==> src/rtl/neuron_pkg.sv <==
`default_nettype none
// ============================================================================
// Module      : neuron_pkg
// Description : Shared types and constants for the time-multiplexed
//               leaky-integrate-and-fire tick scheduler: FSM state encoding,
//               configuration select codes and reset values.
// Revision    : 1.0 - initial release
// ============================================================================
package neuron_pkg;

    // Scheduler FSM states
    typedef enum logic [1:0] {
        ST_IDLE = 2'd0,
        ST_RUN  = 2'd1,
        ST_DONE = 2'd2
    } state_t;

    // cfg_sel codes
    localparam logic [1:0] c_cfg_threshold  = 2'd0;
    localparam logic [1:0] c_cfg_leak_shift = 2'd1;
    localparam logic [1:0] c_cfg_weight     = 2'd2;
    localparam logic [1:0] c_cfg_clear_err  = 2'd3;

    // Reset values of the configuration registers
    localparam int         c_rst_threshold  = 128;
    localparam logic [2:0] c_rst_leak_shift = 3'd2;

endpackage : neuron_pkg
`default_nettype wire

==> src/rtl/neuron_tick_scheduler_lif_update.sv <==
`default_nettype none
// ============================================================================
// Module      : lif_update
// Description : Combinational leaky-integrate-and-fire update for a single
//               neuron. Shared by all neurons, one neuron per cycle.
//   u          in  W  current membrane value
//   weight     in  W  synaptic weight of this neuron
//   stim_bit   in  1  input spike for this neuron
//   threshold  in  W  firing threshold
//   leak_shift in  3  leak shift amount (0 disables leak)
//   u_next     out W  membrane value to store back
//   spike      out 1  neuron fired this timestep
// Revision    : 1.0 - initial release
// ============================================================================
module lif_update #(
    parameter int W = 8
) (
    input  logic [W-1:0] u,
    input  logic [W-1:0] weight,
    input  logic         stim_bit,
    input  logic [W-1:0] threshold,
    input  logic [2:0]   leak_shift,
    output logic [W-1:0] u_next,
    output logic         spike
);

    logic [W-1:0] leak;
    logic [W-1:0] contrib;
    logic [W:0]   sum;
    logic [W-1:0] sat;

    always_comb begin
        // A zero shift means "no leak", not "leak the whole membrane"
        leak    = (leak_shift == 3'd0) ? '0 : (u >> leak_shift);
        contrib = stim_bit ? weight : '0;
        // leak <= u, so the subtraction cannot underflow; the extra bit
        // catches overflow of the addition for saturation
        sum     = {1'b0, u - leak} + {1'b0, contrib};
        sat     = sum[W] ? {W{1'b1}} : sum[W-1:0];
        if (sat >= threshold) begin
            spike  = 1'b1;
            u_next = '0;
        end else begin
            spike  = 1'b0;
            u_next = sat;
        end
    end

endmodule : lif_update
`default_nettype wire

==> src/rtl/neuron_tick_scheduler.sv <==
`default_nettype none
// ============================================================================
// Module      : neuron_tick_scheduler
// Description : Time-multiplexed LIF neuron array. Each accepted tick runs
//               one timestep, updating neurons 0..N_NEURONS-1 one per cycle
//               through a single shared lif_update instance.
//   clk      in  1          clock, rising edge
//   rst_n    in  1          synchronous active-low reset
//   ena      in  1          enable; low freezes all state, ignores tick/cfg
//   tick     in  1          start a timestep (accepted in IDLE)
//   stim     in  N_NEURONS  input spikes, captured on accepted tick
//   cfg_we   in  1          config write strobe
//   cfg_sel  in  2          0 threshold, 1 leak_shift, 2 weight, 3 clear err
//   cfg_addr in  3          neuron index for weight writes
//   cfg_data in  W          config write data
//   busy     out 1          timestep in progress (RUN or DONE)
//   done     out 1          one-cycle completion pulse
//   spikes   out N_NEURONS  spike vector of the last completed timestep
//   err      out 1          sticky: tick/cfg write rejected while busy
// Revision    : 1.0 - initial release
// ============================================================================
module neuron_tick_scheduler
    import neuron_pkg::*;
#(
    parameter int N_NEURONS = 8,
    parameter int W         = 8
) (
    input  logic                 clk,
    input  logic                 rst_n,
    input  logic                 ena,
    input  logic                 tick,
    input  logic [N_NEURONS-1:0] stim,
    input  logic                 cfg_we,
    input  logic [1:0]           cfg_sel,
    input  logic [2:0]           cfg_addr,
    input  logic [W-1:0]         cfg_data,
    output logic                 busy,
    output logic                 done,
    output logic [N_NEURONS-1:0] spikes,
    output logic                 err
);

    localparam int               IDX_W      = $clog2(N_NEURONS);
    localparam logic [IDX_W-1:0] c_last_idx = IDX_W'(N_NEURONS - 1);

    state_t                 state_q,  state_d;
    logic [IDX_W-1:0]       idx_q,    idx_d;
    logic [N_NEURONS-1:0]   stim_q,   stim_d;
    logic [N_NEURONS-1:0]   shadow_q, shadow_d;
    logic [N_NEURONS-1:0]   spikes_q, spikes_d;
    logic                   err_q,    err_d;
    logic [W-1:0]           thresh_q, thresh_d;
    logic [2:0]             leak_q,   leak_d;
    logic [W-1:0]           mem_q [N_NEURONS];
    logic [W-1:0]           mem_d [N_NEURONS];
    logic [W-1:0]           wgt_q [N_NEURONS];
    logic [W-1:0]           wgt_d [N_NEURONS];

    logic                   w_busy;
    logic [IDX_W-1:0]       w_cfg_idx;
    logic [W-1:0]           w_u_next;
    logic                   w_spike;

    assign w_busy    = (state_q != ST_IDLE);
    assign w_cfg_idx = cfg_addr[IDX_W-1:0];

    assign busy   = w_busy;
    assign done   = (state_q == ST_DONE);
    assign spikes = spikes_q;
    assign err    = err_q;

    lif_update #(
        .W (W)
    ) u_lif (
        .u          (mem_q[idx_q]),
        .weight     (wgt_q[idx_q]),
        .stim_bit   (stim_q[idx_q]),
        .threshold  (thresh_q),
        .leak_shift (leak_q),
        .u_next     (w_u_next),
        .spike      (w_spike)
    );

    always_comb begin
        state_d  = state_q;
        idx_d    = idx_q;
        stim_d   = stim_q;
        shadow_d = shadow_q;
        spikes_d = spikes_q;
        err_d    = err_q;
        thresh_d = thresh_q;
        leak_d   = leak_q;
        mem_d    = mem_q;
        wgt_d    = wgt_q;

        if (ena) begin
            case (state_q)
                ST_IDLE: begin
                    if (tick) begin
                        state_d  = ST_RUN;
                        stim_d   = stim;
                        idx_d    = '0;
                        shadow_d = '0;
                    end
                end
                ST_RUN: begin
                    mem_d[idx_q]    = w_u_next;
                    shadow_d[idx_q] = w_spike;
                    if (idx_q == c_last_idx) begin
                        state_d  = ST_DONE;
                        idx_d    = '0;
                        // Publish including the last neuron's bit so the
                        // output is valid in the same cycle done pulses
                        spikes_d = shadow_d;
                    end else begin
                        idx_d = idx_q + IDX_W'(1);
                    end
                end
                ST_DONE: state_d = ST_IDLE;
                default: state_d = ST_IDLE;
            endcase

            if (tick && w_busy) begin
                err_d = 1'b1;
            end

            // Writes in IDLE land before the first RUN cycle, so a tick in
            // the same cycle already sees the new value
            if (cfg_we) begin
                if (cfg_sel == c_cfg_clear_err) begin
                    err_d = 1'b0;
                end else if (w_busy) begin
                    err_d = 1'b1;
                end else begin
                    case (cfg_sel)
                        c_cfg_threshold:  thresh_d          = cfg_data;
                        c_cfg_leak_shift: leak_d            = cfg_data[2:0];
                        c_cfg_weight:     wgt_d[w_cfg_idx]  = cfg_data;
                        default:          ;
                    endcase
                end
            end
        end
    end

    always_ff @(posedge clk) begin
        if (!rst_n) begin
            state_q  <= ST_IDLE;
            idx_q    <= '0;
            stim_q   <= '0;
            shadow_q <= '0;
            spikes_q <= '0;
            err_q    <= 1'b0;
            thresh_q <= W'(c_rst_threshold);
            leak_q   <= c_rst_leak_shift;
            for (int i = 0; i < N_NEURONS; i++) begin
                mem_q[i] <= '0;
                wgt_q[i] <= '0;
            end
        end else begin
            state_q  <= state_d;
            idx_q    <= idx_d;
            stim_q   <= stim_d;
            shadow_q <= shadow_d;
            spikes_q <= spikes_d;
            err_q    <= err_d;
            thresh_q <= thresh_d;
            leak_q   <= leak_d;
            mem_q    <= mem_d;
            wgt_q    <= wgt_d;
        end
    end

endmodule : neuron_tick_scheduler
`default_nettype wire

==> config.mk <==
export PLATFORM = sky130hd
export DESIGN_NAME = neuron_tick_scheduler
export DESIGN_NICKNAME = d
export VERILOG_FILES = /design/src/rtl/neuron_pkg.sv /design/src/rtl/neuron_tick_scheduler_lif_update.sv /design/src/rtl/neuron_tick_scheduler.sv
export SDC_FILE = /design/constraint.sdc
export NUM_CORES = 1
export LEC_CHECK = 0
export BUFFER_PORTS_ARGS = -buffer_cell sky130_fd_sc_hd__buf_2
export CAP_MARGIN = 20
export CELL_PAD_IN_SITES_DETAIL_PLACEMENT = 1
export CELL_PAD_IN_SITES_GLOBAL_PLACEMENT = 1
export CORE_UTILIZATION = 50
export CTS_BUF_LIST = sky130_fd_sc_hd__clkbuf_4 sky130_fd_sc_hd__clkbuf_8 sky130_fd_sc_hd__clkbuf_16
export DETAILED_ROUTE_END_ITERATION = 8
export PLACE_DENSITY_LB_ADDON = 0.1
export SLEW_MARGIN = 20
export SYNTH_ARGS = -nofsm -noshare
export SYNTH_HDL_FRONTEND = slang
export SYNTH_SLANG_ARGS = --single-unit
==> constraint.sdc <==
create_clock -name clk -period 10.2 [get_ports clk]
set_input_delay 2.04 -clock clk [delete_from_list [all_inputs] [get_ports clk]]
set_output_delay 2.04 -clock clk [all_outputs]
set_load 0.02 [all_outputs]
; Word-level counts from Yosys, hierarchy flattened
; Cells that the tools add are included.
[totals]
register_bits = 169
in_bits = 26
output_inout_bits = 11
elab_cells = 98
[op_classes]
n_addsub = 3
n_lt_le_gt_ge = 7
n_eq_ne = 8
shifts = 1
mux = 34
n_bitwise = 4
reduce_logical = 17
[ops]
columns = cell, n
row1 = bitwise mux 64 bit, 2
row2 = 2-to-1 mux 8 bit, 11
row3 = binary-select mux 8 bit (select 3 bit), 2
row4 = demux 8 bit (select 3 bit), 2
row5 = one-hot mux 8 bit (2 select lines), 1
row6 = AND reduction 5 bit, 3
row7 = AND reduction 3 bit, 4
row8 = adder 8 x 8 -> 9 bit, 1
row9 = bitwise mux 8 bit, 1
row10 = greater-or-equal comparator 4 bit (second input constant), 2
row11 = greater-or-equal comparator 8 bit, 1
row12 = less-than comparator 4 x 1 -> 1 bit (second input constant), 2
row13 = NOT 3 -> 4 bit, 2
row14 = >> shifter 8 x 3 -> 8 bit, 1
row15 = subtractor 8 bit, 1
row16 = 2-to-1 mux 1 bit, 7
row17 = == test 2 bit (second input constant), 3
row18 = 2-to-1 mux 3 bit, 2
row19 = one-hot mux 3 bit (2 select lines), 1
row20 = == test 2 x 1 -> 1 bit (second input constant), 2
row21 = logical AND 1 bit, 4
row22 = zero test 2 bit, 2
row23 = less-than comparator 3 x 4 -> 1 bit (second input constant), 1
row24 = 2-to-1 mux 2 bit, 2
row25 = other kinds (11), 14

; Longest topological paths before layout
; Gate-level depths: netlist of run 1.
[depth]
ltp_word = 13
ltp_mapped = 29
ltp_nobuf = 26

; Modules after synthesis
; Synthesis of run 1 repeated with hierarchy kept, for this count alone.
[unflattened]
cells_unflattened = 1061
area_unflattened_um2 = 9123.8
[by_module_without_submodules]
columns = mod, n_inst, cells_per_inst, area_per_inst_um2, seq_area_each_um2
row1 = neuron_tick_scheduler, 1, 889, 7915.1, 3383.2
row2 = lif_update, 1, 172, 1208.7, 0.0

; Worst setup path after synthesis of run 1
; Ideal clock, no wire load.
[synth_path]
path_kind = register to register
start = register idx_q[0]
end = register mem_q[31] (netlist bit)
setup_ps = 92
arrival_ps = 5533
setup_slack_ps = 4575
path_stages_with_launch = 27
n_path_buf = 3
path_cell_list = dfxtp_1 > buf_6 > buf_6 > mux4_2 > mux2i_1 > nor2_1 > o21ai_1 > a32oi_1 > ha_1 > fa_1 > nor2b_1 > o21ai_0 > nand2b_1 > a21o_1 > a21oi_1 > xnor2_1 > ha_1 > a21o_1 > a21oi_1 > nand2_1 > nor2_2 > inv_1 > ha_1 > and3_1 > a221o_1 > buf_2 > o32ai_1
[synth_via]
elab_chain_len = 12
word_cells_on_any_way = 23
classes_between = 2 x add/sub / 3 x order compare / 1 x shift / 15 x mux / 1 x bitwise / 1 x reduce/logical
[synth_rtl]
columns = element, line_no
row1 = "start, declared", neuron_tick_scheduler.sv:47  ; logic [IDX_W-1:0] idx_q, idx_d;
row2 = "start signal, assigned", neuron_tick_scheduler.sv:162  ; idx_q <= idx_d;
row3 = NOT 3 -> 4 bit (implied by the code), "neuron_tick_scheduler.sv:75, neuron_tick_scheduler.sv:76, neuron_tick_scheduler.sv:107"
row4 = binary-select mux 8 bit (select 3 bit), neuron_tick_scheduler.sv:75  ; .u (mem_q[idx_q]),
row5 = 2-to-1 mux 8 bit (implied by the code) (2 in series), neuron_tick_scheduler.sv:75
row6 = >> shifter 8 x 3 -> 8 bit, neuron_tick_scheduler_lif_update.sv:34  ; leak = (leak_shift == 3'd0) ? '0 : (u >> leak_shift);
row7 = 2-to-1 mux 8 bit, neuron_tick_scheduler_lif_update.sv:34
row8 = subtractor 8 bit, neuron_tick_scheduler_lif_update.sv:38  ; sum = {1'b0, u - leak} + {1'b0, contrib};
row9 = adder 8 x 8 -> 9 bit, neuron_tick_scheduler_lif_update.sv:38
row10 = 2-to-1 mux 8 bit, neuron_tick_scheduler_lif_update.sv:39  ; sat = sum[W] ? {W{1'b1}} : sum[W-1:0];
row11 = greater-or-equal comparator 8 bit, neuron_tick_scheduler_lif_update.sv:40  ; if (sat >= threshold) begin
row12 = 2-to-1 mux 8 bit, neuron_tick_scheduler_lif_update.sv:40
row13 = bitwise mux 64 bit (*), neuron_tick_scheduler.sv:107  ; mem_d[idx_q] = w_u_next;
row14 = "end signal, assigned", neuron_tick_scheduler.sv:169  ; mem_q <= mem_d;
row15 = "end, declared", neuron_tick_scheduler.sv:54  ; logic [W-1:0] mem_q [N_NEURONS];
; Mark *: on every way between the ends. The rest lies on a longest branch, timed or not. The select of a mux whose other input is x is not followed.
; A chain may end at the register's enable or synchronous reset.

; Final worst setup path of run 1
[layout_path]
start = register idx_q[0]
end = register mem_q[29] (netlist bit)
; Same word-level chain as after synthesis.

==> results of run 1 <==
## metal layers
metal	part of all wire, %	up-vias	GRT usage [%]
li1	-	3343	-
met1	44	3629	38.1
met2	48	216	50.1
met3	4.9	52	4.72
met4	2.7	0	11.7
met5	0	-	0
## flip-flops by register name, summed over array words and instances, names as in the netlist
name / count
shadow_q: 8
thresh_q: 8
mem_q: 64
idx_q: 3
err: 1
stim_q: 8
wgt_q: 64
spikes: 8
leak_q: 3
state_q: 2
## logic make-up after synthesis
family / Yosys count / share of synthesized area (%)
AND/OR/NAND/NOR: 314 / 19.6
AO/OA/AOI/OAI: 217 / 17.4
buffers and inverters: 86 / 4.89
multiplexers: 110 / 14.1
adder cells (fa/ha/maj): 28 / 4.18
XOR/XNOR: 10 / 1.00
flip-flops: 169 / 38.8
## final cells by class
cell class,count,share of cell area [%]
clock buffer,19,4.69
timing repair buffer,42,2.39
inverter,22,0.866
multi-input combinational,679,51.7
tap,220,2.89
sequential,169,35.5
clock inverter,13,1.96
## report_power, final
part	leakage [nW]	internal [mW]	total (mW)	switching, mW
combinational	1.90	0.0751	0.227	0.152
sequential	1.36	0.665	0.671	0.00594
clock	0.307	0.403	0.695	0.292
## synthesized netlist by cell type (all sizes together), types with 10 or more instances
master	number
a21boi	11
a21oi	21
a221oi	10
a22oi	29
and2	12
buf	29
clkbuf	35
dfxtp	169
ha	26
inv	22
mux2	10
mux2i	92
nand2	133
nand3	15
nor2	19
nor2b	93
o21ai	37
o22ai	60
## worst paths after layout
| path | depth (start not counted) | endpoint | startpoint | slack [ns] |
|---|---|---|---|---|
| max | 25 | mem_q[29] | idx_q[0] | 2.69 |
| min | 2 | spikes[3] | spikes[3] | 0.46 |
| max reg2reg | 25 | mem_q[29] | idx_q[0] | 2.69 |
| min reg2reg | 2 | spikes[3] | spikes[3] | 0.46 |
## stage by stage
stage | std cells | setup slack (ns)
2_1_floorplan | 934 | 4.58
3_3_place_gp | 1132 | 3.14
3_5_place_dp | 1132 | 2.86
4_1_cts | 1164 | 2.79
5_1_grt | 1164 | 2.26
6_report | 1164 | 2.69
## worst register-to-register path, cell delays in order (launching register included)
cell and delay (ns):
dfxtp_1 0.88, buf_4 0.41, mux2_1 0.36, a22oi_1 0.17, o211ai_1 0.31, mux2i_1 0.26, o21ai_1 0.11, o22a_1 0.23
fa_1 0.43, nor2b_1 0.13, o21ai_0 0.09, nand2b_1 0.12, a21o_1 0.12, a21oi_1 0.09, xnor2_1 0.14, ha_1 0.36
a21o_1 0.20, a21oi_1 0.42, nand2_1 0.21, nor2_2 0.40, inv_1 0.09, ha_1 0.37, and3_1 0.25, a221o_1 0.76
a31o_2 0.33, o22ai_1 0.12
## cell usage in the layout (no fill, tap or decap), types with 7 or more instances in the layout
cell type / instances
mux4_2: 8
ha_1: 26
o21ai_1: 8
o21ai_0: 28
nand2b_1: 7
mux2i_1: 90
nor3b_1: 7
a31oi_1: 8
o32ai_1: 7
a21oi_1: 21
mux2_1: 7
a221oi_1: 8
o22ai_1: 58
nand2_1: 128
inv_1: 20
nor2b_1: 93
buf_4: 7
nand3_1: 14
buf_2: 35
a21boi_0: 11
clkbuf_16: 17
a22oi_1: 29
dfxtp_1: 167
and2_1: 11
nor2_1: 12
==> reports/metrics.cfg, run 1 <==
[placement]
io_buffers = 36
place_area_um2 = 8900
dp_hpwl_um = 17900
gp_congestion = 0.868

[sta]
hold_viol_final = 0
maxSlewViolCount = 0
worst_pin_slew_ns = 1.14
hold_ws_ns = 0.464
rsz0062_at_grt = false
timing.final.crit_share_pct = 73.6
setup_tns_ns = 0
finClkSkew_ns = 0.0185
slew_headroom_pct = 23.4
period_minus_slack_ns = 7.51
max_clock_freq_mhz = 133
finalSetupViolCount = 0

[power_and_ir_drop]
total_power_mw = 1.59
irDropWorstVdd_mv = 0.125
cellPowerDensity_nw_per_um2 = 167
p_leak_nw = 3.57

[critical_path]
crit_path_max_fanout = 25
end_kind = flop
crit_type = reg -> reg
slowest_delay_ns = 0.88
cp_top_family = compound AO/OA/AOI/OAI gates
required_ns = 10.49
path_buf_inv = 2
arrival_ns = 7.80
startpoint_type = flop
cp_slowest_cell = dfxtp_1

[routing]
ant_nets = 0
drc_errors = 0
firstDrtPassIters = 5
drt-total-wl_um = 25700
routedWlPerCell_um = 22.1
initialDrtViolationCount = 587
viasPerCell = 6.22
vias = 7240

[synthesis]
synth_top_area_cell = dfxtp_1
ys_warn_count = 0
synth_top_area_share_pct = 38.8
ys_ff_latch = 169
syn-num-nets = 988
yosysSeqAreaShare_pct = 38.8
syn_inst = 934
synth_cell_type_count = 78
avgSynthCellArea_um2 = 9.35
synth_ff_type = dfxtp_1
synthArstFlopShare_pct = 0
syn_area_um2 = 8730
synthTopCellsByArea = dfxtp_1 39%, mux2i_1 10%, nor2b_1 6.7%
synth-edff-count = 0

[clock_network]
cts_buffers = 17
holdBufCountCts = 0
post_cts_resized = 0
clk_pin_slew_worst_paths_ns = 0.07
post_cts_buffers = 0
clkSinkCount = 169
clkLatencyLatePin_ns = 0.44
cts_root_buffer = clkbuf_16
cts.htree.levels = 4
cts_buffer_depth = 2
cts_tree = built

[global_routing]
grt_pass1_vias = 7473
grt_pass1_wl_um = 40800
track_usage_pct = 29.7
grt_max_degree = 124
grt_overflow = 0
antenna_found_initial = 0

[finish]
diodes = 0
syn_to_final_growth_pct = 9.16
fillers = 1943
multi_input_area_um2 = 4930
nNetsFinal = 985
drive_gt1_share_pct = 13.6
fin_util_pct = 56.7
stdcell_area_um2 = 9530
ff_latch_area_um2 = 3390

[worst_hold_path]
hp-class = reg -> reg

[floorplanning]
fp.dieH_um = 134
dieArea_um2 = 18000
num_rows = 47
start_util_pct = 51.9
die_x_um = 134
io_pins = 37
coreArea_um2 = 16800

[outcome]
outcome = complete, no violations

[flow_run]
cap_violations = 0

Note: power is estimated with default switching activity, not from simulation.
==> run 2: changes to the inputs <==
- ABC_AREA: default -> 1
- CORE_UTILIZATION: 50 -> 41
- clock period: 10.2 -> 6.4 ns (I/O delays scaled with it)
==> run 2 against run 1 <==
Effect of this change: cell count grew 27%; final area shrank 2.6%; hold slack lost 0.013 ns; die area grew 16%; clock skew shrank 0.0041 ns; count of clock-buffer cells in the layout is the same; power grew 68%; global-route usage shrank 1.2 points; sequential power grew 61%; routed wire length grew 8.7%.
==> reports/metrics.cfg, run 2 <==
[finish]
syn_to_final_growth_pct = 11.7
most-common-layout-cells = 228 x nand2_1, 172 x o21ai_0, 168 x dfxtp_1, 148 x a21oi_1, 123 x nor2_1
final_common_cell = nand2_1
diodes = 0
reg_top3 = mem_q x64, wgt_q x64
nNetsFinal = 1254
drive_gt1_share_pct = 11.4

[power_and_ir_drop]
irDropWorstVdd_mv = 0.184
comb_power_share_pct = 22.6
intPower_mw = 1.77
cellPowerDensity_nw_per_um2 = 289
switching_share_pct = 34.1
sequentialPowerShare_pct = 40.4
pwr-share-clk_pct = 37.0
power.switching_uw = 912
p_leak_nw = 4.05

[floorplanning]
dieArea_um2 = 20800
fp.dieH_um = 144
coreArea_um2 = 19700
die_x_um = 144
io_pins = 37
start_util_pct = 42.3
num_rows = 51

[synthesis]
synth_common_cells = 228 x nand2_1, 172 x o21ai_0, 169 x dfxtp_1
synthTopCellsByArea = dfxtp_1 41%, o21ai_0 10%, nand2_1 10%
syn_area_um2 = 8310
avgSynthCellArea_um2 = 7.05
synthArstFlopShare_pct = 0
syn-num-nets = 1233
synth_top_area_cell = dfxtp_1
synth_top_area_share_pct = 40.7
ys_warn_count = 0
yosysSeqAreaShare_pct = 40.7
synth-edff-count = 0
syn_inst = 1179
synth_ff_type = dfxtp_1
synth_cell_type_count = 41
ys_ff_latch = 169
synth_most_common_cell = nand2_1

[critical_path]
startpoint_type = flop
crit_type = reg -> reg
slowest_delay_ns = 0.52
end_kind = flop
path_buf_inv = 2
cp_top_family = compound AO/OA/AOI/OAI gates
cp_slowest_cell = dfxtp_1
required_ns = 6.76
crit_top_cell = nand2_1
r2r_cells = 29
r2r-end = mem_q[22]
crit_path_max_fanout = 9
timing.rr.start = idx_q[2]
rrSetupSlack_ns = 0.59
arrival_ns = 6.16

[sta]
worst_pin_slew_ns = 0.868
hold_viol_final = 0
finalSetupViolCount = 0
hold_ws_ns = 0.451
maxSlewViolCount = 0
setup_tns_ns = 0
finClkSkew_ns = 0.0145
max_clock_freq_mhz = 172
period_minus_slack_ns = 5.81
rsz0062_at_grt = true
timing.final.crit_share_pct = 90.7
slew_headroom_pct = 41.7

[clock_network]
cts_root_buffer = clkbuf_16
cts_buffers = 17
clk_pin_slew_worst_paths_ns = 0.07
holdBufCountCts = 0
cts_tree = built
clkSinkCount = 169
cts_buffer_depth = 2
cts.htree.levels = 4
clkLatencyLatePin_ns = 0.43

[worst_hold_path]
hold_depth = 2
worstHoldStart = wgt_q[25]
hp-class = reg -> reg
hold_end = wgt_q[25]

[routing]
vias = 8062
drc_errors = 0
ant_nets = 0
firstDrtPassIters = 5
viasPerCell = 5.45
drt-total-wl_um = 28000
initialDrtViolationCount = 572
routedWlPerCell_um = 18.9

[global_routing]
use_met1_pct = 40.4
track_usage_pct = 28.5
grt_overflow = 0
grt_pass1_wl_um = 44500
busiest_layer = met2
grt_pass1_vias = 8114
grt_max_degree = 93
antenna_found_initial = 0
met2_usage_pct = 45.2
use_met3_pct = 3.44

[placement]
dp_hpwl_um = 19700
gp_congestion = 0.849
io_buffers = 36

[outcome]
outcome = complete, no violations

[flow_run]
cap_violations = 0

run 2: stage by stage:
step | utilization [%] | instances | area, um2 | worst slack, ns | total power, mW
6_report | 47.2 | 1478 | 9280 | 0.594 | 2.68
5_1_grt | 47.2 | 1478 | 9280 | -0.0922 | 2.81
4_1_cts | 47.2 | 1478 | 9280 | 0.561 | 2.69
3_5_place_dp | 44.4 | 1446 | 8720 | 0.615 | 1.70
3_3_place_gp | 44.4 | 1446 | 8720 | 0.691 | 1.69
2_1_floorplan | - | 1179 | 8310 | 1.67 | 1.50
run 2: logic make-up after synthesis:
kind of cell / Yosys count / synth area share [%]
compound gates: 347 / 21.7
xor+xnor: 7 / 0.738
fa+ha+maj: 28 / 4.39
buf+inv: 163 / 8.10
flops: 169 / 40.7
simple gates: 465 / 24.4
run 2: per-layer routing:
metal  part of all wire [%]  vias up
met5                      0        -
met4                    1.8        0
met3                    4.1       29
met2                     45      174
met1                     49     3910
li1                       -     3949
run 2: power groups by stage:
stage                     Clock (mW)  Combinational (mW)  Sequential [mW]
final                          0.990               0.606             1.08
after CTS                       1.00               0.604             1.08
after global placement             0               0.588             1.11
after detailed placement           0               0.598             1.11
after floorplan                    0               0.401             1.10
after global routing            1.05               0.672             1.08
run 2: worst min-delay path, stage by stage (launching register included):
cell	delay [ns]
dfxtp_1	0.30
inv_1	0.05
a21oi_1	0.05
run 2: area by class of cell:
class,instances,area [um2]
flip-flops and latches,169,3380
well taps,265,332
clock inverters,13,110
fillers,2584,10400
inverters,106,398
clock buffers,19,447
repair buffers,59,355
multi-input cells,847,4260
run 2: how the worst max path moves through the flow:
stage,slack (ns),to,depth (start not counted),start
floorplan,1.67,mem_q[35],29,idx_q[1]
global placement,0.69,mem_q[37],30,idx_q[1]
detailed placement,0.61,mem_q[22],29,idx_q[1]
CTS,0.56,mem_q[22],29,idx_q[1]
global route,-0.09,mem_q[6],31,idx_q[0]
finish,0.59,mem_q[22],29,idx_q[2]
run 2: repair_timing:
| item | 4_1_cts | 5_1_grt |
|---|---|---|
| setup buffers | 0 | 0 |
| gates resized for setup | 0 | 1 |
| setup endpoints to repair | 0 | 56 |
==> run 3: changes to the inputs <==
- GPL_TIMING_DRIVEN: default -> 0
==> run 3 against run 2 <==
Effect of this change: fmax fell by 1.9%; die area did not move; critical path depth rose by 1; global-route usage rose by 0.62 points; register-to-register slack got worse by 0.11 ns; flip-flop and latch count did not move; power rose by 1.7%; clock skew barely moved; final area rose by 0.97%; via count rose by 2.5%; critical path type unchanged.
==> reports/metrics.cfg, run 3 (synthesis gave the netlist of run 2 again) <==
[routing]
initialDrtViolationCount = 732
drt-total-wl_um = 29200
drc_errors = 0
firstDrtPassIters = 5
viasPerCell = 5.50
ant_nets = 0
vias = 8267
routedWlPerCell_um = 19.4

[finish]
stdcell_area_um2 = 9370
multi_input_area_um2 = 4270
stdcell_count = 1503
syn_to_final_growth_pct = 12.7
fillers = 2608
diodes = 0
most-common-layout-cells = 221 x nand2_1, 169 x o21ai_0, 169 x dfxtp_1, 148 x a21oi_1, 123 x nor2_1
nNetsFinal = 1280
reg_top3 = mem_q x64, wgt_q x64
drive_gt1_share_pct = 11.1
final_common_cell = nand2_1
fin_util_pct = 47.7
ff_latch_area_um2 = 3380

[critical_path]
path_buf_inv = 4
crit_path_max_fanout = 10
rrSetupSlack_ns = 0.48
cp_slowest_cell = dfxtp_1
startpoint_type = flop
r2r-end = mem_q[20]
cp-startpoint = idx_q[0]
crit_type = reg -> reg
required_ns = 6.76
cp_top_family = simple AND/OR/NAND/NOR gates
timing.rr.start = idx_q[0]
r2r_cells = 30
slowest_delay_ns = 0.43
end_kind = flop
arrival_ns = 6.28

[clock_network]
cts.htree.levels = 4
clkSinkCount = 169
cts_buffer_depth = 2
holdBufCountCts = 0
cts_root_buffer = clkbuf_16
clkLatencyLatePin_ns = 0.44
cts_tree = built
cts_buffers = 17
clk_pin_slew_worst_paths_ns = 0.07

[floorplanning]
die_x_um = 144
io_pins = 37
dieArea_um2 = 20800
start_util_pct = 42.3
fp.dieH_um = 144
coreArea_um2 = 19700
num_rows = 51

[sta]
maxSlewViolCount = 0
setup_tns_ns = 0
worst_pin_slew_ns = 0.879
max_clock_freq_mhz = 169
worst_slack_ns = 0.482
finalSetupViolCount = 0
finClkSkew_ns = 0.0146
hold_ws_ns = 0.449
slew_headroom_pct = 41.0
period_minus_slack_ns = 5.92
rsz0062_at_grt = false
hold_viol_final = 0
timing.final.crit_share_pct = 92.5

[flow_run]
cap_violations = 0

[worst_hold_path]
hp-class = reg -> reg
hold_end = wgt_q[28]
worstHoldStart = wgt_q[28]
hold_depth = 2

[placement]
gp_congestion = 0.908
dp_hpwl_um = 21400
place_worst_setup_slack_ns = -0.0283
io_buffers = 27
place_inst = 1471
place_area_um2 = 8780

[power_and_ir_drop]
total_power_mw = 2.72
intPower_mw = 1.79
p_leak_nw = 4.06
cellPowerDensity_nw_per_um2 = 291
sequentialPowerShare_pct = 39.6
comb_power_share_pct = 23.3
power.switching_uw = 930
switching_share_pct = 34.1
irDropWorstVdd_mv = 0.190
pwr-share-clk_pct = 37.0

[global_routing]
antenna_found_initial = 0
track_usage_pct = 29.2
grt_max_degree = 17
grt_pass1_vias = 8024
grt_pass1_wl_um = 44800
grt_overflow = 0

[outcome]
outcome = complete, no violations

==> run 3: cell types whose count changed in the layout (fill, tap and decap cells not counted), sizes merged <==
cell,change
clkinv,-2
inv,-3
buf,-1
clkbuf,+27
bufinv,+1
clkinvlp,+3
==> run 3: final cells by class <==
class,instances,area share [%]
buffer,57,2.99
clock buffer,19,4.77
clock inverter,12,1.24
inverter,106,4.25
multi-input combinational,847,45.6
sequential,169,36.1
tap,265,3.54
timing repair buffer,28,1.52
==> run 3: timing repair <==
action                                 in CTS  in global routing
cloned                                      0                  0
setup endpoints to repair                  24                 64
endpoints found under the hold margin       0                  0
resized for setup                           2                 11
buffers inserted                            0                  1
==> run 3: metal layers <==
metal | vias to the layer above | GRT usage (%) | share of wire [%]
li1 | 4018 | - | -
met1 | 4032 | 40.9 | 48
met2 | 189 | 46.1 | 45
met3 | 28 | 5.10 | 5.4
met4 | 0 | 7.26 | 1.5
met5 | - | 0 | 0
==> run 3: worst max-delay path by stage <==
stage                      endpoint  slack, ns  cells past startpoint
after floorplan           mem_q[35]       1.67                     29
after global placement    mem_q[21]       0.10                     28
after detailed placement  mem_q[20]      -0.03                     28
after CTS                 mem_q[20]       0.07                     29
after global routing      mem_q[20]       0.08                     30
final                     mem_q[20]       0.48                     30
==> run 3: tightest hold or removal path, cell delays in order (launching register included) <==
cell and delay [ns]:
dfxtp_1 0.31, inv_1 0.05, a21oi_1 0.05
==> run 3: power by group through the flow <==
stage          combinational, mW  sequential, mW  clock, mW
2_1_floorplan              0.401            1.10          0
3_3_place_gp               0.601            1.10          0
3_5_place_dp               0.613            1.10          0
4_1_cts                    0.617            1.08       1.01
5_1_grt                    0.698            1.08       1.05
6_report                   0.636            1.08       1.01
